`src/rtl/branch_sequencer_if.sv`:
```
// Decode-side branch request channel plus the ALU flag / counter register exchange.
// Also carries the shared condition-code and flag-bit encodings.
`ifndef BRANCH_SEQ_DEFINES
`define BRANCH_SEQ_DEFINES
`define ALUF_CF 0
`define ALUF_ZF 1
`define ALUF_SF 2
`define ALUF_OF 3
`define JMP_FORCE 4'h0
`define JMP_E     4'h1
`define JMP_NE    4'h2
`define JMP_A     4'h3
`define JMP_AE    4'h4
`define JMP_B     4'h5
`define JMP_BE    4'h6
`define JMP_G     4'h7
`define JMP_GE    4'h8
`define JMP_L     4'h9
`define JMP_LE    4'hA
`define JMP_S     4'hB
`define JMP_NS    4'hC
`define JMP_O     4'hD
`define JMP_NO    4'hE
`define JMP_CRZ   4'hF
`endif

interface branch_sequencer_if;
    logic        br_valid;
    logic        br_ready;
    logic [1:0]  br_op;
    logic [3:0]  br_type;
    logic [15:0] br_target;
    logic [15:0] flag;
    logic [15:0] cr_i;
    logic [15:0] cr_o;
    logic        cr_we;

    modport master (
        output br_valid, br_op, br_type, br_target, flag, cr_i,
        input  br_ready, cr_o, cr_we
    );

    modport slave (
        input  br_valid, br_op, br_type, br_target, flag, cr_i,
        output br_ready, cr_o, cr_we
    );
endinterface

```
`src/rtl/branch_sequencer.sv`:
```
// Program counter owner: sequential advance, conditional JMP, CALL/RET via return stack, LOOP.
// Branch latency 3 cycles (accept -> EVAL -> COMMIT); faults park the FSM in HALT until reset.
module branch_sequencer #(
    parameter int          STACK_DEPTH = 8,
    parameter logic [15:0] RESET_PC    = 16'h0000
) (
    input  logic              i_clk,
    input  logic              i_rst,
    input  logic              i_advance,
    branch_sequencer_if.slave br_if,
    output logic [15:0]       o_pc,
    output logic              o_flush,
    output logic              o_fault
);
    localparam int AW  = $clog2(STACK_DEPTH);
    localparam int SPW = AW + 1;
    localparam logic [SPW-1:0] SP_FULL = SPW'(STACK_DEPTH);
    localparam logic [1:0] OP_JMP  = 2'd0;
    localparam logic [1:0] OP_CALL = 2'd1;
    localparam logic [1:0] OP_RET  = 2'd2;
    localparam logic [1:0] OP_LOOP = 2'd3;

    typedef enum logic [1:0] {S_IDLE, S_EVAL, S_COMMIT, S_HALT} state_t;

    state_t         r_state, w_next;
    logic [15:0]    r_pc, r_target, r_cr;
    logic [1:0]     r_op;
    logic [3:0]     r_type;
    logic           r_zf, r_cf, r_sf, r_of;
    logic [SPW-1:0] r_sp;
    logic [15:0]    r_stack [STACK_DEPTH];
    logic           r_con, r_fault;

    logic           w_accept, w_cond, w_type_ok, w_con, w_eval_fault, w_cr_we;
    logic [15:0]    w_cr_dec, w_pc_inc;
    logic [SPW-1:0] w_sp_dec, w_sp_inc;

    assign w_accept = br_if.br_valid && (r_state == S_IDLE) && !r_fault;
    assign w_cr_dec = r_cr - 16'd1;
    assign w_pc_inc = r_pc + 16'd1;
    assign w_sp_dec = r_sp - SPW'(1);
    assign w_sp_inc = r_sp + SPW'(1);

    always_comb begin
        w_cond    = 1'b0;
        w_type_ok = 1'b1;
        case (r_type)
            `JMP_FORCE: w_cond = 1'b1;
            `JMP_E:     w_cond = r_zf;
            `JMP_NE:    w_cond = !r_zf;
            `JMP_A:     w_cond = !r_cf && !r_zf;
            `JMP_AE:    w_cond = !r_cf;
            `JMP_B:     w_cond = r_cf;
            `JMP_BE:    w_cond = r_cf || r_zf;
            `JMP_G:     w_cond = !r_zf && (r_sf == r_of);
            `JMP_GE:    w_cond = (r_sf == r_of);
            `JMP_L:     w_cond = (r_sf != r_of);
            `JMP_LE:    w_cond = r_zf || (r_sf != r_of);
            `JMP_S:     w_cond = r_sf;
            `JMP_NS:    w_cond = !r_sf;
            `JMP_O:     w_cond = r_of;
            `JMP_NO:    w_cond = !r_of;
            `JMP_CRZ:   w_cond = (r_cr == 16'd0);
            default:    w_type_ok = 1'b0;
        endcase
    end

    // RET always redirects; LOOP ignores the condition code and branches on the decremented count.
    always_comb begin
        case (r_op)
            OP_RET:  w_con = 1'b1;
            OP_LOOP: w_con = (w_cr_dec != 16'd0);
            default: w_con = w_cond;
        endcase
        w_eval_fault = (((r_op == OP_JMP) || (r_op == OP_CALL)) && !w_type_ok)
                    || ((r_op == OP_CALL) && w_con && (r_sp == SP_FULL))
                    || ((r_op == OP_RET) && (r_sp == '0));
    end

    always_ff @(posedge i_clk) begin
        if (i_rst) r_state <= S_IDLE;
        else       r_state <= w_next;
    end

    always_comb begin
        w_next = r_state;
        case (r_state)
            S_IDLE:   if (w_accept) w_next = S_EVAL;
            S_EVAL:   w_next = w_eval_fault ? S_HALT : S_COMMIT;
            S_COMMIT: w_next = S_IDLE;
            default:  w_next = S_HALT;
        endcase
    end

    always_comb begin
        br_if.br_ready = (r_state == S_IDLE) && !r_fault;
        o_flush        = (r_state == S_COMMIT) && r_con;
        w_cr_we        = (r_state == S_COMMIT) && (r_op == OP_LOOP);
        br_if.cr_we    = w_cr_we;
        br_if.cr_o     = w_cr_we ? w_cr_dec : 16'd0;
    end

    always_ff @(posedge i_clk) begin
        if (i_rst) begin
            r_pc     <= RESET_PC;
            r_sp     <= '0;
            r_fault  <= 1'b0;
            r_con    <= 1'b0;
            r_op     <= OP_JMP;
            r_type   <= 4'd0;
            r_target <= 16'd0;
            r_cr     <= 16'd0;
            r_zf     <= 1'b0;
            r_cf     <= 1'b0;
            r_sf     <= 1'b0;
            r_of     <= 1'b0;
        end else begin
            case (r_state)
                S_IDLE: begin
                    if (w_accept) begin
                        r_op     <= br_if.br_op;
                        r_type   <= br_if.br_type;
                        r_target <= br_if.br_target;
                        r_cr     <= br_if.cr_i;
                        r_zf     <= br_if.flag[`ALUF_ZF];
                        r_cf     <= br_if.flag[`ALUF_CF];
                        r_sf     <= br_if.flag[`ALUF_SF];
                        r_of     <= br_if.flag[`ALUF_OF];
                    end else if (i_advance) begin
                        r_pc <= w_pc_inc;
                    end
                end
                S_EVAL: begin
                    r_con <= w_con;
                    if (w_eval_fault) r_fault <= 1'b1;
                end
                S_COMMIT: begin
                    case (r_op)
                        OP_RET: begin
                            r_pc <= r_stack[w_sp_dec[AW-1:0]];
                            r_sp <= w_sp_dec;
                        end
                        OP_CALL: begin
                            r_pc <= r_con ? r_target : w_pc_inc;
                            if (r_con) r_sp <= w_sp_inc;
                        end
                        default: r_pc <= r_con ? r_target : w_pc_inc;
                    endcase
                end
                default: ;
            endcase
        end
    end

    // Entries are left in place on pop; only the stack pointer moves.
    always_ff @(posedge i_clk) begin
        if (!i_rst && (r_state == S_COMMIT) && (r_op == OP_CALL) && r_con)
            r_stack[r_sp[AW-1:0]] <= w_pc_inc;
    end

    assign o_pc    = r_pc;
    assign o_fault = r_fault;
endmodule
```
`src/flat_wrapper.sv`:
```
// flat-port wrapper written by rule: the top's interface ports become plain ports
module branch_sequencer_flat 
#(
    parameter int          STACK_DEPTH = 8,
    parameter logic [15:0] RESET_PC    = 16'h0000
)
  (i_clk, i_rst, i_advance, o_pc, o_flush, o_fault, br_if_br_valid, br_if_br_op, br_if_br_type, br_if_br_target, br_if_flag, br_if_cr_i, br_if_br_ready, br_if_cr_o, br_if_cr_we);
  branch_sequencer_if br_if_i ();
  input  logic i_clk;
  input  logic i_rst;
  input  logic i_advance;
  output logic [15:0] o_pc;
  output logic o_flush;
  output logic o_fault;
  input wire logic [$bits(br_if_i.br_valid)-1:0] br_if_br_valid;
  input wire logic [$bits(br_if_i.br_op)-1:0] br_if_br_op;
  input wire logic [$bits(br_if_i.br_type)-1:0] br_if_br_type;
  input wire logic [$bits(br_if_i.br_target)-1:0] br_if_br_target;
  input wire logic [$bits(br_if_i.flag)-1:0] br_if_flag;
  input wire logic [$bits(br_if_i.cr_i)-1:0] br_if_cr_i;
  output wire logic [$bits(br_if_i.br_ready)-1:0] br_if_br_ready;
  output wire logic [$bits(br_if_i.cr_o)-1:0] br_if_cr_o;
  output wire logic [$bits(br_if_i.cr_we)-1:0] br_if_cr_we;
  assign br_if_i.br_valid = br_if_br_valid;
  assign br_if_i.br_op = br_if_br_op;
  assign br_if_i.br_type = br_if_br_type;
  assign br_if_i.br_target = br_if_br_target;
  assign br_if_i.flag = br_if_flag;
  assign br_if_i.cr_i = br_if_cr_i;
  assign br_if_br_ready = br_if_i.br_ready;
  assign br_if_cr_o = br_if_i.cr_o;
  assign br_if_cr_we = br_if_i.cr_we;
  branch_sequencer #(.STACK_DEPTH(STACK_DEPTH), .RESET_PC(RESET_PC)) u_core (.i_clk(i_clk), .i_rst(i_rst), .i_advance(i_advance), .br_if(br_if_i), .o_pc(o_pc), .o_flush(o_flush), .o_fault(o_fault));
endmodule
```
`config.mk`:
```
export PLATFORM = sky130hd
export DESIGN_NAME = branch_sequencer_flat
export DESIGN_NICKNAME = d
export VERILOG_FILES = /design/src/rtl/branch_sequencer_if.sv /design/src/rtl/branch_sequencer.sv /design/src/flat_wrapper.sv
export SDC_FILE = /design/constraint.sdc
export NUM_CORES = 1
export LEC_CHECK = 0
export BUFFER_PORTS_ARGS = -buffer_cell sky130_fd_sc_hd__buf_2
export CAP_MARGIN = 20
export CORE_UTILIZATION = 55
export CTS_CLUSTER_DIAMETER = 200
export CTS_CLUSTER_SIZE = 8
export DETAILED_ROUTE_END_ITERATION = 8
export GPL_TIMING_DRIVEN = 0
export PLACE_DENSITY = 0.78
export SLEW_MARGIN = 0
export SYNTH_ARGS = -nofsm -noshare
export SYNTH_HDL_FRONTEND = slang
export SYNTH_SLANG_ARGS = --single-unit
```
`constraint.sdc`:
```
create_clock -name i_clk -period 9.1 [get_ports i_clk]
set_clock_uncertainty 0.05 [all_clocks]
set_input_delay 1.365 -clock i_clk [delete_from_list [all_inputs] [get_ports i_clk]]
set_output_delay 1.365 -clock i_clk [all_outputs]
set_load 0.005 [all_outputs]
```
==> results of run 1 <==
## layer usage
layer	GRT usage, %	up-vias	part of all wire, %
li1	-	2881	-
met1	38.13	3154	40
met2	45.42	364	48
met3	5.259	59	8.3
met4	14.60	0	3.5
met5	0	-	0
## logic make-up (layout without fill, tap and decap cells)
kind of cell	Yosys count	count (layout)	share of synthesized area, %
and+or+nand+nor	276	276	14.44
xor gates and xnor gates	36	36	3.847
DFF	194	194	59.47
AOI/OAI and AO/OA	121	121	8.587
muxes	44	44	9.710
adders and majority gates	7	7	1.008
buffers and inverters	53	175	2.939
## cells in the mapped netlist (all sizes together) (11+ instances only)
library cell,count
nand2,127
mux4,32
a21oi,64
buf,20
clkbuf,23
dfxtp,66
nand3,17
xnor2,23
nor2,69
xor2,13
edfxtp,128
o21ai,11
nor3,13
## report_power, final
| group | internal (mW) | total [mW] | switching [mW] | leakage [nW] |
|---|---|---|---|---|
| registers | 0.965 | 0.992 | 0.0273 | 1.71 |
| clock network | 0.365 | 0.724 | 0.359 | 0.273 |
| logic | 0.0774 | 0.198 | 0.120 | 1.65 |
## area by class of cell
class,count,area (um2)
repair buffers,90,533.0
well taps,211,264.0
plain buffers,43,217.7
clock buffers,18,429.2
multi-input cells,484,3289
clock inverters,14,137.6
inverters,10,37.54
flip-flops and latches,194,5165
fillers,1145,5241
## placed cells by master (no fill, tap or decap), drive strengths merged, types with 3 or more instances in the layout
| master | instances |
|---|---|
| inv | 18 |
| nand3b | 7 |
| nand2 | 127 |
| nor3 | 13 |
| a211oi | 3 |
| xnor2 | 23 |
| or3 | 3 |
| o211ai | 3 |
| edfxtp | 128 |
| mux2i | 10 |
| a21oi | 64 |
| nand4 | 6 |
| clkbuf | 41 |
| a2111oi | 5 |
| clkinv | 4 |
| o221ai | 3 |
| and2 | 3 |
| nor2 | 69 |
| mux4 | 32 |
| ha | 7 |
| dfxtp | 66 |
| o21ai | 11 |
| and3 | 3 |
| o21a | 5 |
| buf | 110 |
| a31oi | 7 |
| a311oi | 3 |
| nor2b | 5 |
| xor2 | 13 |
| nand2b | 9 |
| nand3 | 17 |
| a22oi | 3 |
| nor4 | 6 |
## worst max-delay path, cell delays in order, from the launching register on
cell,delay [ps]
sky130_fd_sc_hd__dfxtp_1,320
sky130_fd_sc_hd__clkbuf_1,220
sky130_fd_sc_hd__inv_1,150
sky130_fd_sc_hd__ha_1,220
sky130_fd_sc_hd__buf_2,250
sky130_fd_sc_hd__nand3_1,190
sky130_fd_sc_hd__nor4_1,270
sky130_fd_sc_hd__xnor2_1,160
sky130_fd_sc_hd__nor2_1,50
sky130_fd_sc_hd__buf_2,130
## through the flow
stage | util [%] | hold WS (ps) | power, mW | instances
after floorplan | - | 382.9 | 1.138 | 731
after global placement | 61.08 | 400.2 | 1.194 | 1023
after detailed placement | 62.08 | 402.6 | 1.204 | 1032
after CTS | 65.78 | 413.4 | 1.913 | 1064
after global routing | 65.78 | 441.3 | 1.974 | 1064
final | 65.78 | 414.2 | 1.914 | 1064
## worst min path at each step
| stage | startpoint | to | slack, ps | cells past startpoint |
|---|---|---|---|---|
| 6_report | u_core.r_target[4] | u_core.r_target[4] | 410 | 2 |
| 2_1_floorplan | u_core.r_target[5] | u_core.r_target[5] | 380 | 2 |
| 3_3_place_gp | u_core.r_target[9] | u_core.r_target[9] | 400 | 2 |
| 4_1_cts | u_core.r_target[4] | u_core.r_target[4] | 410 | 2 |
| 3_5_place_dp | u_core.r_target[4] | u_core.r_target[4] | 400 | 2 |
| 5_1_grt | u_core.r_target[10] | u_core.r_target[10] | 440 | 2 |
## flip-flops by register name, summed over array words and instances (netlist names)
| signal | count |
|---|---|
| u_core.r_stack | 128 |
| u_core.o_pc | 16 |
| u_core.r_cr | 16 |
| u_core.r_target | 16 |
| u_core.r_sp | 4 |
| u_core.r_type | 4 |
| u_core.r_op | 2 |
| u_core.r_state | 2 |
| u_core.o_fault | 1 |
| u_core.r_cf | 1 |
| u_core.r_con | 1 |
| u_core.r_of | 1 |
| u_core.r_sf | 1 |
| u_core.r_zf | 1 |
==> implementation parameters, run 1 <==
Parameter                              Value

Routing
  Detailed-route DRC error count    0
  Vias after detailed routing    between 6,000 and 7,000
  Violation count after the first detailed-routing iteration    701
  Number of search-and-repair iterations in the first detailed-routing pass    5
  Drt total wl    around 22,000 um
  Post-route antenna net violation count    0
  Vias per std cell    ~6
  Avg WL per Cell    approximately 21 um

CTS
  Post-cts repair resize count    0
  # clock sinks    194
  CTS clk-pin slew, worst paths    about 80 ps
  Cell at the root of the clock tree    sky130_fd_sc_hd__clkbuf_16
  TritonCTS clock tree    done
  Number of post-CTS setup repair buffers    0
  Number of clock buffers inserted by TritonCTS    17
  Source-to-sink clock delay at the later pin of the worst-skew pair    440 ps
  Number of hold-repair buffers added at the cts stage    0
  Buffer depth of the longest clock path    2
  H-tree levels    4

Yosys
  Gate count after technology mapping    731
  Fraction of post-synthesis cell area in the top cell type by area    ~44%
  Share of flip-flops with an asynchronous set or reset    0%
  Fraction of the yosys area taken by sequential cells    slightly below 60%
  Post-synthesis sequential element count    ~190
  Synth area leaders    sky130_fd_sc_hd__edfxtp_1 44%, sky130_fd_sc_hd__dfxtp_1 15%, sky130_fd_sc_hd__mux4_2 8.3%, sky130_fd_sc_hd__nand2_1 5.5%, sky130_fd_sc_hd__a21oi_1 3.7%
  Predominant post-synthesis flop cell    sky130_fd_sc_hd__edfxtp_1
  Total number of yosys warnings    0
  Top cell type by total area after synthesis    sky130_fd_sc_hd__edfxtp_1
  Count of cell types in the netlist    between 50 and 60
  Cell area after synthesis    approximately 8700 um2
  Count of flip-flops with a built-in enable after synthesis    128
  Net count after synthesis    796
  Per-instance average area after synthesis    approximately 12 um2

Worst setup path
  Launching instance or port of the critical path    u_core.r_cr[0]
  Kind of critical path    reg -> out
  Arrival time at the worst endpoint    around 2400 ps
  Largest driver fanout on the critical path    10
  Worst Reg-to-Reg Cells    10
  Startpoint type of the worst setup path    flop
  Worst flop-to-flop path endpoint    u_core.o_pc[1]
  End point of the critical path    br_if_cr_o[14]
  Data required time at the worst endpoint    approximately 7700 ps
  Worst reg2reg startpoint    u_core.r_sp[0]
  Minimum setup slack among reg-to-reg paths    approximately 5900 ps
  Crit end category    primary output

Placed design
  Final GP Congestion    0.9334
  # port buffers    between 80 and 90
  Worst Setup Slack post-DPL    ~5800 ps
  Detailed Place HPWL    approximately 15,000 um
  Area of placed instances    9507 um2

Layout
  Net count, final    between 900 and 1,000
  Ant diodes    0
  Post-route cell area    between 10,000 and 15,000 um2
  Fraction of layout instances using a drive strength above 1    about 22%
  Area growth from synthesis to final layout    15.99%

Global routing
  Vias in the first global route    roughly 6,300
  Pin count of the biggest net entering global routing    20
  Global-route wire length before repair    approximately 34,000 um
  Tot GR Track Use    28.62%
  Initial antenna violation count    0
  Overflow left after global routing    0

Worst hold path
  Worst Hold Class    reg -> reg

Timing
  Number of pins with negative max-slew slack in the final report    0
  Setup repair after global routing missed its margin    no
  Setup TNS Final    0 ps
  Final critical-path share of the clock period    about two fifths
  Max Clk Rate    between 200 and 300 MHz
  Endpoints failing setup    0
  Hold Violations, Final    0
  Slew at the pin with the worst max-slew slack    between 900 and 1000 ps
  Worst rel slew slack    between 30% and 40%
  Minimum clock period    about 3800 ps
  Minimum setup slack in the final design    between 5000 and 6000 ps

Power
  Cell area power density    between 150 and 200 nW/um2
  Leakage power summed over all cells    roughly 3.6 nW
  VDD IR max    roughly 0.15 mV

Die
  Core region area    15,310 um2
  Die H    approximately 130 um
  Starting Density    ~57%
  Area of the die    16,300 um2
  Number of I/O pins    94
  Horiz. Die Dim    127.7 um
  Count of standard-cell rows    45

Flow run
  Number of maximum-capacitance violations    0

Status
  Outcome    complete, no violations
No activity file was read; power rests on OpenSTA's default activity.
==> run 2: changes to the inputs <==
--- a/config.mk
+++ b/config.mk
@@ -7,12 +7,12 @@
 export LEC_CHECK = 0
 export BUFFER_PORTS_ARGS = -buffer_cell sky130_fd_sc_hd__buf_2
 export CAP_MARGIN = 20
-export CORE_UTILIZATION = 55
+export CORE_UTILIZATION = 53
 export CTS_CLUSTER_DIAMETER = 200
 export CTS_CLUSTER_SIZE = 8
 export DETAILED_ROUTE_END_ITERATION = 8
 export GPL_TIMING_DRIVEN = 0
-export PLACE_DENSITY = 0.78
+export PLACE_DENSITY = 0.79
 export SLEW_MARGIN = 0
 export SYNTH_ARGS = -nofsm -noshare
 export SYNTH_HDL_FRONTEND = slang
==> constraint.sdc (replaced) <==
create_clock -name i_clk -period 3.4 [get_ports i_clk]
set_clock_uncertainty 0.05 [all_clocks]
set_input_delay 0.51 -clock i_clk [delete_from_list [all_inputs] [get_ports i_clk]]
set_output_delay 0.51 -clock i_clk [all_outputs]
set_load 0.005 [all_outputs]
==> run 2 against run 1 <==
Against the previous run:
- first-iteration DRC count fell by 8.3%
- cell count is 0.38% higher
- hold slack got worse by 160 ps
- routed wire length decreased by 6.7%
- largest power group unchanged
- sequential power grew to 2.7 times the previous value
- largest cell class unchanged
- die area rose by 3.7%
- sequential cell count did not move
==> implementation parameters, run 2 (synthesis results as in run 1) <==
Parameter                              Value

Power
  Combinational share of power    between 10% and 20%
  VDD IR max    ~0.34 mV
  Switching component of the power    between 1 and 1.5 mW
  Reg power frac    between 50% and 60%
  Clock group share of total power    about two fifths
  Internal power consumption    between 3 and 4 mW
  Leakage power summed over all cells    between 3 and 4 nW
  Cell area power density    508.6 nW/um2
  Switching part of the total power    between 20% and 30%

Status
  Outcome    complete, no violations

CTS
  Number of clock buffers inserted by TritonCTS    17
  Source-to-sink clock delay at the later pin of the worst-skew pair    roughly 440 ps
  Cell at the root of the clock tree    sky130_fd_sc_hd__clkbuf_16
  Post-cts repair resize count    0
  Buffer depth of the longest clock path    2
  H-tree levels    4
  CTS clk-pin slew, worst paths    70 ps
  TritonCTS clock tree    done
  Number of hold-repair buffers added at the cts stage    0
  Number of post-CTS setup repair buffers    0
  # clock sinks    around 190

Die
  Count of standard-cell rows    46
  Number of I/O pins    94
  Horiz. Die Dim    between 100 and 150 um
  Die H    about 130 um
  Core region area    around 16,000 um2
  Area of the die    between 15,000 and 20,000 um2
  Starting Density    54.47%

Worst setup path
  Cells traversed along the worst timing path    buf_4 -> buf_2 -> inv_1 -> ha_1 -> buf_1 -> mux4_2 -> nand2_1 -> nand3_1 -> o2111ai_1 -> a21oi_1
  Crit-path max cell delay    580 ps
  Minimum setup slack among reg-to-reg paths    290 ps
  Worst flop-to-flop path endpoint    u_core.o_pc[1]
  Largest driver fanout on the critical path    10
  Crit end category    flop
  Cell with the largest stage delay on the worst path    sky130_fd_sc_hd__buf_1
  Data required time at the worst endpoint    approximately 3700 ps
  Worst Reg-to-Reg Cells    10
  Worst reg2reg startpoint    u_core.r_sp[0]
  Kind of critical path    reg -> reg
  Startpoint type of the worst setup path    flop
  Arrival time at the worst endpoint    3370 ps

Timing
  Hold Violations, Final    0
  Final critical-path share of the clock period    about nine tenths
  Minimum setup slack in the final design    285.5 ps
  Max Clk Rate    321.1 MHz
  Minimum clock period    slightly above 3000 ps
  Slew at the pin with the worst max-slew slack    between 900 and 1000 ps
  Setup repair after global routing missed its margin    no
  Number of pins with negative max-slew slack in the final report    0
  Endpoints failing setup    0
  Worst rel slew slack    roughly two fifths

Placed design
  Cell total after placement    a little over 1,000
  Detailed Place HPWL    ~14,000 um
  # port buffers    81
  Worst Setup Slack post-DPL    ~250 ps
  Final GP Congestion    around 0.89

Routing
  Vias per std cell    about 5.9
  Avg WL per Cell    between 15 and 20 um
  Violation count after the first detailed-routing iteration    between 600 and 700
  Detailed-route DRC error count    0
  Drt total wl    ~21,000 um
  Post-route antenna net violation count    0
  Vias after detailed routing    approximately 6,300
  Number of search-and-repair iterations in the first detailed-routing pass    6

Flow run
  Number of maximum-capacitance violations    0

Layout
  Commonest cells after routing, fill and taps aside    128 x sky130_fd_sc_hd__edfxtp_1, 127 x sky130_fd_sc_hd__nand2_1, 93 x sky130_fd_sc_hd__buf_2
  Ant diodes    0
  Fraction of layout instances using a drive strength above 1    22.07%
  Net count, final    905
  Cell Count, Final, Fillers Out    1,068
  Number of flip-flops in the largest register    around 130
  Leading cell type in the layout, fill and taps excluded    sky130_fd_sc_hd__edfxtp_1
  Area growth from synthesis to final layout    16.28%

Global routing
  Vias in the first global route    around 5,700
  Overflow left after global routing    0
  Global-route wire length before repair    31,910 um
  Pin count of the biggest net entering global routing    19
  Tot GR Track Use    around a quarter
  Initial antenna violation count    0

Worst hold path
  Cell depth of the worst hold path    3
  Hold worst-path end    u_core.r_cr[12]
  Worst Hold Class    in -> reg
  Min-delay src    br_if_cr_i[12]
## run 2: changes by cell type in the layout (fill, tap and decap cells not counted), sizes merged
cell / previous run / this run
bufinv: 0 / 1
clkinvlp: 2 / 1
clkbuf: 41 / 40
## run 2: metal layers
metal,vias to the layer above,GRT usage (%),part of all wire (%),wire length [um]
li1,2896,-,-,-
met1,2987,34.97,41,8534
met2,336,41.33,47,9845
met3,48,5.289,8.6,1792
met4,0,11.76,3.1,648
met5,-,0,0,0
## run 2: worst max-delay path by stage
stage,cells past startpoint,to,startpoint,slack (ps)
final,10,u_core.o_pc[1],u_core.r_sp[0],290
after global routing,10,u_core.o_pc[1],u_core.r_sp[0],50
after CTS,10,u_core.o_pc[1],u_core.r_sp[0],240
after detailed placement,10,u_core.o_pc[1],u_core.r_sp[0],250
after global placement,6,u_core.r_stack[0][7],u_core.r_state[1],-830
after floorplan,5,u_core.r_stack[1][0],u_core.r_sp[0],490
## run 2: worst max-delay path: cells and delay by family, from the launching register on
family / cells / cell delay, ps
AO/OA/AOI/OAI: 2 / 240
AND/OR/NAND/NOR: 2 / 220
adder cells (fa/ha/maj): 1 / 420
multiplexers: 1 / 400
buffers and inverters: 4 / 1300
flip-flops: 1 / 340
## run 2: stage by stage
step                      TNS, ps  cell area (um2)  hold WS [ps]  total power [mW]  util (%)
after floorplan                 0             8685         382.9             3.045         -
after global placement     -29280             9360         398.3             3.206     58.71
after detailed placement        0             9525         400.7             3.215     59.75
after CTS                       0            10100         244.2             5.135     63.34
after global routing            0            10100         257.6             5.288     63.34
final                           0            10100         252.6             5.136     63.34
## run 2: power groups by stage
stage / sequential, mW / combinational (mW) / clock [mW]
3_5_place_dp: 2.71 / 0.510 / 0
6_report: 2.66 / 0.519 / 1.96
2_1_floorplan: 2.68 / 0.362 / 0
5_1_grt: 2.66 / 0.573 / 2.06
4_1_cts: 2.65 / 0.514 / 1.97
3_3_place_gp: 2.71 / 0.501 / 0
## run 2: final cells by class
class / instances / area [um2]
fillers: 1193 / 5844
flip-flops and latches: 194 / 5165
multi-input cells: 484 / 3289
repair buffers: 90 / 545.5
clock buffers: 17 / 425.4
well taps: 216 / 270.3
plain buffers: 43 / 217.7
clock inverters: 14 / 147.6
inverters: 10 / 37.54
